[src/rtl/if_fetch_unit_if.sv]
// Fetch-unit bus: stall/redirect control, instruction-memory port, IF/ID pair.
// master = fetch unit side; slave = pipeline / memory / bench side.
// Pure wiring bundle with no state.
interface if_fetch_unit_if #(
    parameter int PC_W = 32
);
    logic            stay;
    logic            redirect;
    logic [PC_W-1:0] redirect_pc;
    logic            imem_req;
    logic [PC_W-1:0] imem_addr;
    logic [31:0]     imem_rdata;
    logic [31:0]     PCp4_o;
    logic [31:0]     ins_o;
    logic            valid_o;

    modport master (
        input  stay, redirect, redirect_pc, imem_rdata,
        output imem_req, imem_addr, PCp4_o, ins_o, valid_o
    );

    modport slave (
        output stay, redirect, redirect_pc, imem_rdata,
        input  imem_req, imem_addr, PCp4_o, ins_o, valid_o
    );
endinterface

[src/rtl/if_fetch_unit.sv]
// Instruction fetch: owns the PC, reads 1-cycle imem, presents {PC+4, ins} to IF/ID.
// Latency: issue in cycle t is presented in cycle t+1; redirect costs 2 bubbles.
// Backpressure: stay holds the PC and parks the in-flight response in a 1-entry
// buffer. Optional perf counters are enabled by defining IF_FETCH_PERF_CNT_EN.
module if_fetch_unit #(
    parameter logic [31:0] RESET_PC = 32'h0000_0000,
    parameter int          PC_W     = 32
) (
    input  logic                 clk,
    input  logic                 reset,
    if_fetch_unit_if.master      bus
`ifdef IF_FETCH_PERF_CNT_EN
    ,
    output logic [31:0]          fetch_cnt_o,
    output logic [31:0]          stall_cnt_o
`endif
);

    logic [PC_W-1:0] pc_q;
    logic [PC_W-1:0] pc_next;
    logic            inflight_v;
    logic [PC_W-1:0] inflight_pcp4;
    logic            buf_v;
    logic [31:0]     buf_ins;
    logic [PC_W-1:0] buf_pcp4;
    logic            issue;

    assign issue         = reset & ~bus.stay & ~bus.redirect;
    assign pc_next       = pc_q + PC_W'(4);
    assign bus.imem_req  = issue;
    assign bus.imem_addr = pc_q;

    // Output select: parked buffer first, then the live memory response.
    // A redirect kills whatever would have been presented this cycle.
    always_comb begin
        bus.valid_o = 1'b0;
        bus.PCp4_o  = 32'h0;
        bus.ins_o   = 32'h0;
        if (reset && !bus.redirect) begin
            if (buf_v) begin
                bus.valid_o = 1'b1;
                bus.PCp4_o  = 32'(buf_pcp4);
                bus.ins_o   = buf_ins;
            end else if (inflight_v) begin
                bus.valid_o = 1'b1;
                bus.PCp4_o  = 32'(inflight_pcp4);
                bus.ins_o   = bus.imem_rdata;
            end
        end
    end

    // PC, in-flight tracking and stall buffer; reset beats redirect beats stay.
    always_ff @(posedge clk) begin
        if (!reset) begin
            pc_q       <= RESET_PC[PC_W-1:0];
            inflight_v <= 1'b0;
            buf_v      <= 1'b0;
        end else if (bus.redirect) begin
            pc_q       <= {bus.redirect_pc[PC_W-1:2], 2'b00};
            inflight_v <= 1'b0;
            buf_v      <= 1'b0;
        end else if (bus.stay) begin
            inflight_v <= 1'b0;
            // The memory data is only valid for one cycle, so park it now.
            if (inflight_v && !buf_v) begin
                buf_v    <= 1'b1;
                buf_ins  <= bus.imem_rdata;
                buf_pcp4 <= inflight_pcp4;
            end
        end else begin
            pc_q          <= pc_next;
            inflight_v    <= 1'b1;
            inflight_pcp4 <= pc_next;
            buf_v         <= 1'b0;
        end
    end

`ifdef IF_FETCH_PERF_CNT_EN
    // Delivered-instruction and stall-cycle counters, free-running with wrap.
    always_ff @(posedge clk) begin
        if (!reset) begin
            fetch_cnt_o <= 32'h0;
            stall_cnt_o <= 32'h0;
        end else begin
            if (bus.valid_o && !bus.stay && !bus.redirect)
                fetch_cnt_o <= fetch_cnt_o + 32'h1;
            if (bus.stay && !bus.redirect)
                stall_cnt_o <= stall_cnt_o + 32'h1;
        end
    end
`endif

endmodule

[src/flat_wrapper.sv]
// flat-port wrapper written by rule: the top's interface ports become plain ports
module if_fetch_unit_flat 
#(
    parameter logic [31:0] RESET_PC = 32'h0000_0000,
    parameter int          PC_W     = 32
)
  (clk, reset, bus_stay, bus_redirect, bus_redirect_pc, bus_imem_rdata, bus_imem_req, bus_imem_addr, bus_PCp4_o, bus_ins_o, bus_valid_o);
  if_fetch_unit_if #(.PC_W(PC_W)) bus_i ();
  input  logic clk;
  input  logic reset;
  input wire logic [$bits(bus_i.stay)-1:0] bus_stay;
  input wire logic [$bits(bus_i.redirect)-1:0] bus_redirect;
  input wire logic [$bits(bus_i.redirect_pc)-1:0] bus_redirect_pc;
  input wire logic [$bits(bus_i.imem_rdata)-1:0] bus_imem_rdata;
  output wire logic [$bits(bus_i.imem_req)-1:0] bus_imem_req;
  output wire logic [$bits(bus_i.imem_addr)-1:0] bus_imem_addr;
  output wire logic [$bits(bus_i.PCp4_o)-1:0] bus_PCp4_o;
  output wire logic [$bits(bus_i.ins_o)-1:0] bus_ins_o;
  output wire logic [$bits(bus_i.valid_o)-1:0] bus_valid_o;
  assign bus_i.stay = bus_stay;
  assign bus_i.redirect = bus_redirect;
  assign bus_i.redirect_pc = bus_redirect_pc;
  assign bus_i.imem_rdata = bus_imem_rdata;
  assign bus_imem_req = bus_i.imem_req;
  assign bus_imem_addr = bus_i.imem_addr;
  assign bus_PCp4_o = bus_i.PCp4_o;
  assign bus_ins_o = bus_i.ins_o;
  assign bus_valid_o = bus_i.valid_o;
  if_fetch_unit #(.RESET_PC(RESET_PC), .PC_W(PC_W)) u_core (.clk(clk), .reset(reset), .bus(bus_i));
endmodule
[config.mk]
export PLATFORM = sky130hd
export DESIGN_NAME = if_fetch_unit_flat
export DESIGN_NICKNAME = d
export VERILOG_FILES = /design/src/rtl/if_fetch_unit_if.sv /design/src/rtl/if_fetch_unit.sv /design/src/flat_wrapper.sv
export SDC_FILE = /design/constraint.sdc
export NUM_CORES = 1
export LEC_CHECK = 0
export CORE_UTILIZATION = 44
export DETAILED_ROUTE_END_ITERATION = 10
export PLACE_DENSITY_LB_ADDON = 0.25
export SLEW_MARGIN = 20
export SYNTH_ARGS = -nofsm -noshare
export SYNTH_HDL_FRONTEND = slang
export SYNTH_SLANG_ARGS = --single-unit
[constraint.sdc]
create_clock -name clk -period 6.7 [get_ports clk]
set_input_delay 1.34 -clock clk [delete_from_list [all_inputs] [get_ports clk]]
set_output_delay 1.34 -clock clk [all_outputs]
set_load 0.1 [all_outputs]
After elaboration in Yosys (flattened, before gate mapping)
Index checks and enable logic that the tools add are counted.
{ "totals": {"inputBits": 68, "elab_cells": 34, "out_inout_bits": 98, "register_bits": 130} }
{ "op_classes": {"n_reduce_logical": 8, "muxes": 12, "n_bitwise": 5, "n_addsub": 1, "n_eq_ne": 1} }
{ "op_table": {"columns": ["operator", "count"], "rows": [
  ["32-bit two-way mux", 8],
  ["32-bit by 3-bit adder with 32-bit output (second input constant)", 1],
  ["1-bit two-way mux", 4],
  ["4-bit AND reduction", 1],
  ["1-bit inverter", 3],
  ["3-bit AND reduction", 1],
  ["3-bit OR reduction", 1],
  ["1-bit bitwise AND", 2],
  ["1-bit logical AND", 2],
  ["1-bit logical NOT", 2],
  ["2-bit by 1-bit inequality test with 1-bit output (second input constant)", 1],
  ["2-bit OR reduction", 1]
]} }

Logic depth before layout (Yosys ltp)
Gate-level depths: netlist (run 1).
{ "logic_depth": {"depth_word": 3, "depth_mapped": 6, "mapped_depth_nobuf": 5} }

Least setup slack after synthesis (run 1)
OpenSTA, ideal clock, no wires.
{ "synth_timing": {"path_kind": "input port to flip-flop", "from": "in bus_stay", "to": "reg u_core.buf_ins[0] (enable)", "n_path_buf": 2, "t_required_ns": 6.129, "setup_slack_ns": -0.459, "cell_stages": 4, "setup_ns": 0.571, "arrival_ns": 6.588, "cell_sequence": "clkbuf_1 > clkbuf_1 > inv_1 > nor3b_1"} }
{ "synth_between": {"elab_chain_len": 1} }
{ "synth_lines": {"columns": ["item", "line", "rtl"], "rows": [
  ["start: declaration", "flat_wrapper.sv:11", "input wire logic [$bits(bus_i.stay)-1:0] bus_stay;"],
  ["4-bit AND reduction (no line)", null, null],
  ["end signal: assignment", "if_fetch_unit.sv:67", "buf_ins <= bus.imem_rdata;"],
  ["end: declaration", "if_fetch_unit.sv:24", "logic [31:0] buf_ins;"]
]} }
Every way passes these cells.
A chain may end at the register's enable or synchronous reset.

Worst setup path in the final report (run 1)
{ "layout_timing": {"from": "in reset", "to": "out bus_imem_req"} }
{ "layout_between": {"elab_chain_len": 2} }
{ "layout_lines": {"columns": ["item", "line", "rtl"], "rows": [
  ["start: declaration", "flat_wrapper.sv:10", "input logic reset;"],
  ["1-bit bitwise AND (2 in series)", "if_fetch_unit.sv:28", "assign issue = reset & ~bus.stay & ~bus.redirect;"],
  ["end: declaration", "flat_wrapper.sv:15", "output wire logic [$bits(bus_i.imem_req)-1:0] bus_imem_req;"]
]} }
Every way passes these cells.

==> run_results.csv, run 1 <==
group,metric,value,unit
floorplan,fp.dieW,118.1,um
clock_tree,clock_latency,0.41,ns
logic_synthesis,yosys.area.top_type,"edfxtp_1",
clock_tree,postCtsHoldBufs,0,
placed_design,portBuffers,159,
logic_synthesis,ys_seq_elements,124,
pwr,powerDensity,241.9,nW/um2
clock_tree,htree_levels,4,
critical_path,cp_cell_sequence,"clkdlybuf4s50_1, buf_4, nor3b_1, clkdlybuf4s50_1",
logic_synthesis,synth_common_cells,"edfxtp_1 (92), nor2_1 (75), a22oi_1 (61)",
floorplan,rows,42,
critical_path,crit_required,5.36,ns
drt,drt-initial-drc-count,330,
drt,vias,4829,
drt,drtPass1Iterations,5,
drt,drt-total-wl,15300,um
sta,hold_violations,0,
placed_design,dp.cells,838,
clock_tree,clkSinkCount,124,
critical_path,path_delay_family,"buffers and inverters",
critical_path,cpMostUsedCell,"clkdlybuf4s50_1",
sta,fin_skew,0.006508,ns
floorplan,die_h,118.1,um
logic_synthesis,synthCells,542,
status,status,"completed",
cells_and_area,nFillCells,1016,
cells_and_area,drive_above_1_share,16.43,%
floorplan,ios,166,
critical_path,path_class,"input pin to output port",
logic_synthesis,synth_area,5926,um2
min_path,hold_path_class,"flip-flop to flip-flop",
drt,avgRoutedWirePerCell,17.59,um
logic_synthesis,avgSynthCellArea,10.93,um2
logic_synthesis,seq_area_frac_synth,57.43,%
pwr,p_leak,2.969,nW
critical_path,slowest_delay,1.17,ns
sta,fin_crit,4.920,ns
sta,fin_ws,1.780,ns
clock_tree,ctsResizeCount,0,
placed_design,pre_cts_ws,1.770,ns
global_routing,grt_antenna_before_repair,0,
cells_and_area,fin_util,65.05,%
drt,post_drt_via_cell_ratio,5.551,
logic_synthesis,ys_types,53,
flow_run,maxCapViolations,0,
drt,remaining_drc_errors,0,
global_routing,grt_pass1_vias,4850,
clock_tree,post-cts-setup-buffer-count,0,
critical_path,end_kind,"output port",
placed_design,hpwl,10410,um
cells_and_area,stdcell_count,870,
sta,drv_slew,0,
cells_and_area,syn_to_final_growth,44.81,%
clock_tree,cts_tree,"yes",
logic_synthesis,synth.top_cells.by_area,"edfxtp_1 (47%), dfxtp_1 (11%), a22oi_1 (7.7%), nor2_1 (4.8%), xor2_1 (3.3%)",
global_routing,grt_max_degree,65,
global_routing,gr-total-overflow,0,
sta,rsz0062_at_grt,"no",
floorplan,dieArea,13940,um2
logic_synthesis,yosysTopAreaCellShare,46.62,%
global_routing,grt_usage,22.91,%
logic_synthesis,synth-async-reset-ratio,0,%
logic_synthesis,yosysMostFrequentCell,"edfxtp_1",
floorplan,start_util,44.93,%
logic_synthesis,yosys_warnings,0,
sta,period_share,73.43,%
critical_path,cp.arrival,3.58,ns
logic_synthesis,synth_edf_count,92,
drt,antenna_left,0,
sta,relSlewSlack,32.15,%
sta,setup_viol,0,
cells_and_area,antenna_cells,0,
critical_path,slowest_stage,"clkdlybuf4s50_1",
clock_tree,clk_pin_slew,0.05,ns
clock_tree,numCtsBuffers,17,
critical_path,critPathLaunchType,"input pin",
placed_design,place_congestion,0.8028,
pwr,max-vdd-ir-drop,147.9,uV
critical_path,cp_max_fo,36,
logic_synthesis,ys.flop_type,"edfxtp_1",
floorplan,placeableCoreArea,13190,um2
clock_tree,cts_root_buf,"clkbuf_16",
sta,finalSetupTns,0,ns
critical_path,crit_buf_inv,3,
sta,worstMarginPinSlew,1.015,ns
cells_and_area,final_nets,750,
clock_tree,cts_buffer_depth,2,
global_routing,grt_pass1_wl,24820,um
sta,fmax,0.2033,GHz
==> per-layer routing <==
layer	vias up	wire, um	track usage (%)
li1	2304	-	-
met5	-	0	0
met1	2310	6399	28.10
met3	32	801	4.845
met2	183	7697	38.27
met4	0	405	11.22
==> registers in the layout, indices dropped and copies added (netlist names) <==
name,flops
u_core.buf_v,1
u_core.inflight_v,1
u_core.buf_ins,32
u_core.bus.imem_addr,30
u_core.buf_pcp4,30
u_core.inflight_pcp4,30
==> final timing paths <==
kind,slack [ns],depth (start not counted),end,start
setup / recovery,1.78,4,bus_imem_req,reset
setup reg to reg,4.00,3,u_core.buf_ins[17],u_core.inflight_v
hold reg to reg,0.45,0,u_core.buf_pcp4[18],u_core.inflight_pcp4[18]
hold / removal,0.45,0,u_core.buf_pcp4[18],u_core.inflight_pcp4[18]
==> cell type report <==
| type | count | area, um2 | area share [%] |
|---|---|---|---|
| tap | 176 | 220.2 | 2.566 |
| sequential | 124 | 3405 | 39.68 |
| multi-input combinational | 366 | 2322 | 27.06 |
| clock inverter | 8 | 117.6 | 1.371 |
| clock buffer | 24 | 461.7 | 5.381 |
| inverter | 4 | 15.01 | 0.1750 |
| timing repair buffer | 168 | 2039 | 23.77 |
==> through the flow <==
step	hold WS [ns]	cell area (um2)	total power, W
5_1_grt	0.4608	8581	0.002136
3_3_place_gp	0.4317	8001	0.001188
2_1_floorplan	0.4262	5942	0.001090
6_report	0.4486	8581	0.002076
4_1_cts	0.4474	8581	0.002089
3_5_place_dp	0.4348	8001	0.001192
==> cells by family (layout without fill, tap and decap cells) <==
group           Yosys count  in the layout  share of synthesized area (%)
fa+ha+maj                 1              1                         0.2111
xor+xnor                 42             42                          6.208
flops                   124            124                          57.43
mux                       1              1                         0.1689
simple gates            196            196                          17.00
other cells               1              4                        0.06328
compound gates          122            122                          14.91
buf+inv                  55            204                          4.012
==> placed cells by master, fill, tap and decap left out, types with 4 or more instances in the layout <==
cell and instances:
a22oi_1 61, a21oi_1 8, nor4_1 7, dfxtp_1 31, buf_12 43, a31oi_1 7
clkinv_2 4, clkdlybuf4s50_1 96, nand2_1 34, o211a_1 7, clkbuf_16 17, o31ai_1 4
buf_4 29, conb_1 4, edfxtp_1 92, nor4_2 4, or4_1 4, clkbuf_1 6
xor2_1 22, nand3_1 8, nand4_1 11, nor3_1 20, nor2_1 75, o21ai_0 18
inv_1 4, nand2b_1 6, xnor2_1 20
==> power by group <==
part | total, W | leakage [nW] | switching (W) | internal, W
Combinational | 0.000300 | 1.58 | 0.000203 | 0.0000975
Sequential | 0.000878 | 1.11 | 0.0000313 | 0.000847
Clock | 0.000898 | 0.282 | 0.000306 | 0.000591
Total | 0.00208 | 2.97 | 0.000540 | 0.00154
==> worst register-to-register path, cell delays in order, from the launching register on <==
cell,delay [ns]
dfxtp_1,0.34
nor2b_4,0.58
nor3b_4,0.69
buf_4,0.64
Power figures use the tool's default switching activity.
==> run 2: changes to the inputs <==
==> constraint.sdc (replaced) <==
create_clock -name clk -period 4.4 [get_ports clk]
set_input_delay 0.88 -clock clk [delete_from_list [all_inputs] [get_ports clk]]
set_output_delay 0.88 -clock clk [all_outputs]
set_load 0.1 [all_outputs]
==> run 2 against run 1 <==
Against the previous run:
- non-clock buffer count up 1
- final cell count up 0.11%
- final area up 3.2%
- total power up 52%
- critical path type unchanged
- largest power group is now sequential cells
==> run_results.csv, run 2 (synthesis results as in run 1) <==
group,metric,value,unit
critical_path,ff2ff_path_depth,4,
sta,finalSetupTns,0,ns
drt,avgRoutedWirePerCell,18.23,um
critical_path,crit_buf_inv,4,
drt,vias,4901,
pwr,total_power,0.003147,W
pwr,p_leak,3.034,nW
clock_tree,clk_pin_slew,0.05,ns
critical_path,path_delay_family,"buffers and inverters",
floorplan,dieArea,13940,um2
drt,post_drt_via_cell_ratio,5.627,
critical_path,reg2reg_to,"u_core.buf_pcp4[11]",
cells_and_area,final_nets,751,
floorplan,start_util,44.93,%
critical_path,cp_max_fo,35,
cells_and_area,largest_reg_flops,32,
cells_and_area,drive_above_1_share,16.69,%
floorplan,ios,166,
sta,period_share,79.59,%
sta,worstMarginPinSlew,1.028,ns
floorplan,placeableCoreArea,13190,um2
cells_and_area,top_register,"u_core.buf_ins",
global_routing,grt_usage,23.29,%
placed_design,portBuffers,159,
min_path,whs_path_depth,0,
clock_tree,clock_latency,0.42,ns
cells_and_area,syn_to_final_growth,49.47,%
clock_tree,numCtsBuffers,17,
pwr,max-vdd-ir-drop,273.4,uV
clock_tree,post-cts-setup-buffer-count,0,
floorplan,rows,42,
critical_path,cp_num_cells,6,
critical_path,crit_end,"bus_ins_o[17]",
floorplan,die_h,118.1,um
critical_path,end_kind,"output port",
drt,drtPass1Iterations,5,
sta,hold_violations,0,
sta,setup_viol,0,
critical_path,critPathLaunchType,"input pin",
floorplan,fp.dieW,118.1,um
clock_tree,cts_tree,"yes",
status,status,"completed",
global_routing,grt_pass1_wl,25140,um
global_routing,grt_max_degree,65,
critical_path,cp_cell_sequence,"clkdlybuf4s50_1, inv_1, nand2_2, buf_4, nor2_1, buf_12",
cells_and_area,final_common_cell,"clkdlybuf4s50_1",
critical_path,crit_required,3.52,ns
critical_path,setup.worst_path.start,"bus_redirect",
clock_tree,htree_levels,4,
global_routing,gr-total-overflow,0,
clock_tree,cts_root_buf,"clkbuf_16",
critical_path,path_class,"input pin to output port",
sta,rsz0062_at_grt,"no",
cells_and_area,antenna_cells,0,
drt,remaining_drc_errors,0,
cells_and_area,final_cell_mix,"clkdlybuf4s50_1 (95), edfxtp_1 (92), nor2_1 (75), buf_12 (65), a22oi_1 (61)",
critical_path,cp.arrival,2.62,ns
flow_run,maxCapViolations,0,
sta,fin_skew,0.008914,ns
placed_design,dp.cells,839,
sta,fmax,0.2856,GHz
global_routing,grt_antenna_before_repair,0,
drt,drt-total-wl,15880,um
clock_tree,cts_buffer_depth,2,
drt,drt-initial-drc-count,299,
critical_path,slowest_stage,"clkdlybuf4s50_1",
clock_tree,ctsResizeCount,0,
placed_design,place_congestion,0.8303,
min_path,hold_path_class,"flip-flop to flip-flop",
cells_and_area,nFillCells,963,
global_routing,grt_pass1_vias,4847,
clock_tree,postCtsHoldBufs,0,
critical_path,reg2reg_from,"u_core.inflight_v",
sta,drv_slew,0,
sta,relSlewSlack,31.26,%
drt,antenna_left,0,
cells_and_area,stdcell_count,871,
placed_design,hpwl,10770,um
critical_path,reg2reg_slack,1.63,ns
clock_tree,clkSinkCount,124,
pwr,powerDensity,355.3,nW/um2
critical_path,slowest_delay,0.41,ns
sta,fin_crit,3.502,ns
==> run 2: cell count changes in the layout (fill, tap and decap cells not counted), sizes merged <==
cell,change
clkbuf,-1
clkdlybuf4s50,-1
clkinv,+2
bufinv,-1
buf,+2
==> run 2: metrics by stage <==
| step | utilization (%) | hold slack [ns] | area, um2 | worst slack (ns) |
|---|---|---|---|---|
| floorplan | - | 0.4262 | 5953 | 0.3299 |
| global placement | 62.82 | 0.4313 | 8287 | 0.8969 |
| detailed placement | 62.82 | 0.4411 | 8287 | 0.8767 |
| CTS | 67.15 | 0.4541 | 8857 | 0.8646 |
| global route | 67.15 | 0.4569 | 8857 | 0.7357 |
| finish | 67.15 | 0.4523 | 8857 | 0.8981 |
==> run 2: area by class of cell <==
class	instances	area [um2]	area share, %
clock buffers	23	478.0	5.396
clock inverters	9	92.59	1.045
inverters	4	15.01	0.1695
multi-input cells	366	2327	26.27
flip-flops and latches	124	3405	38.44
well taps	176	220.2	2.486
repair buffers	169	2320	26.19
==> run 2: worst min-delay path by stage <==
| stage | startpoint | endpoint |
|---|---|---|
| after floorplan | u_core.inflight_pcp4[30] | u_core.buf_pcp4[30] |
| after global placement | u_core.inflight_pcp4[17] | u_core.buf_pcp4[17] |
| after detailed placement | u_core.inflight_pcp4[28] | u_core.buf_pcp4[28] |
| after CTS | u_core.inflight_pcp4[28] | u_core.buf_pcp4[28] |
| after global routing | u_core.inflight_pcp4[10] | u_core.buf_pcp4[10] |
| final | u_core.inflight_pcp4[10] | u_core.buf_pcp4[10] |
==> run 2: worst register-to-register path: stages, from the launching register on <==
cell     delay, ns
dfxtp_1       0.35
nor2b_4       0.60
buf_4         0.49
nor3b_4       0.25
buf_4         0.69
==> run 2: layer usage <==
metal	vias up	GRT usage, %	wire length (um)
li1	2295	-	-
met1	2398	27.31	6388
met2	179	40.22	8134
met3	29	6.589	990
met4	0	8.974	365
met5	-	0	0
==> run 2: where the power goes <==
group / internal, W / switching [W] / total, W
Combinational: 0.000156 / 0.000311 / 0.000467
Clock: 0.000867 / 0.000476 / 0.00134
Sequential: 0.00129 / 0.0000480 / 0.00134
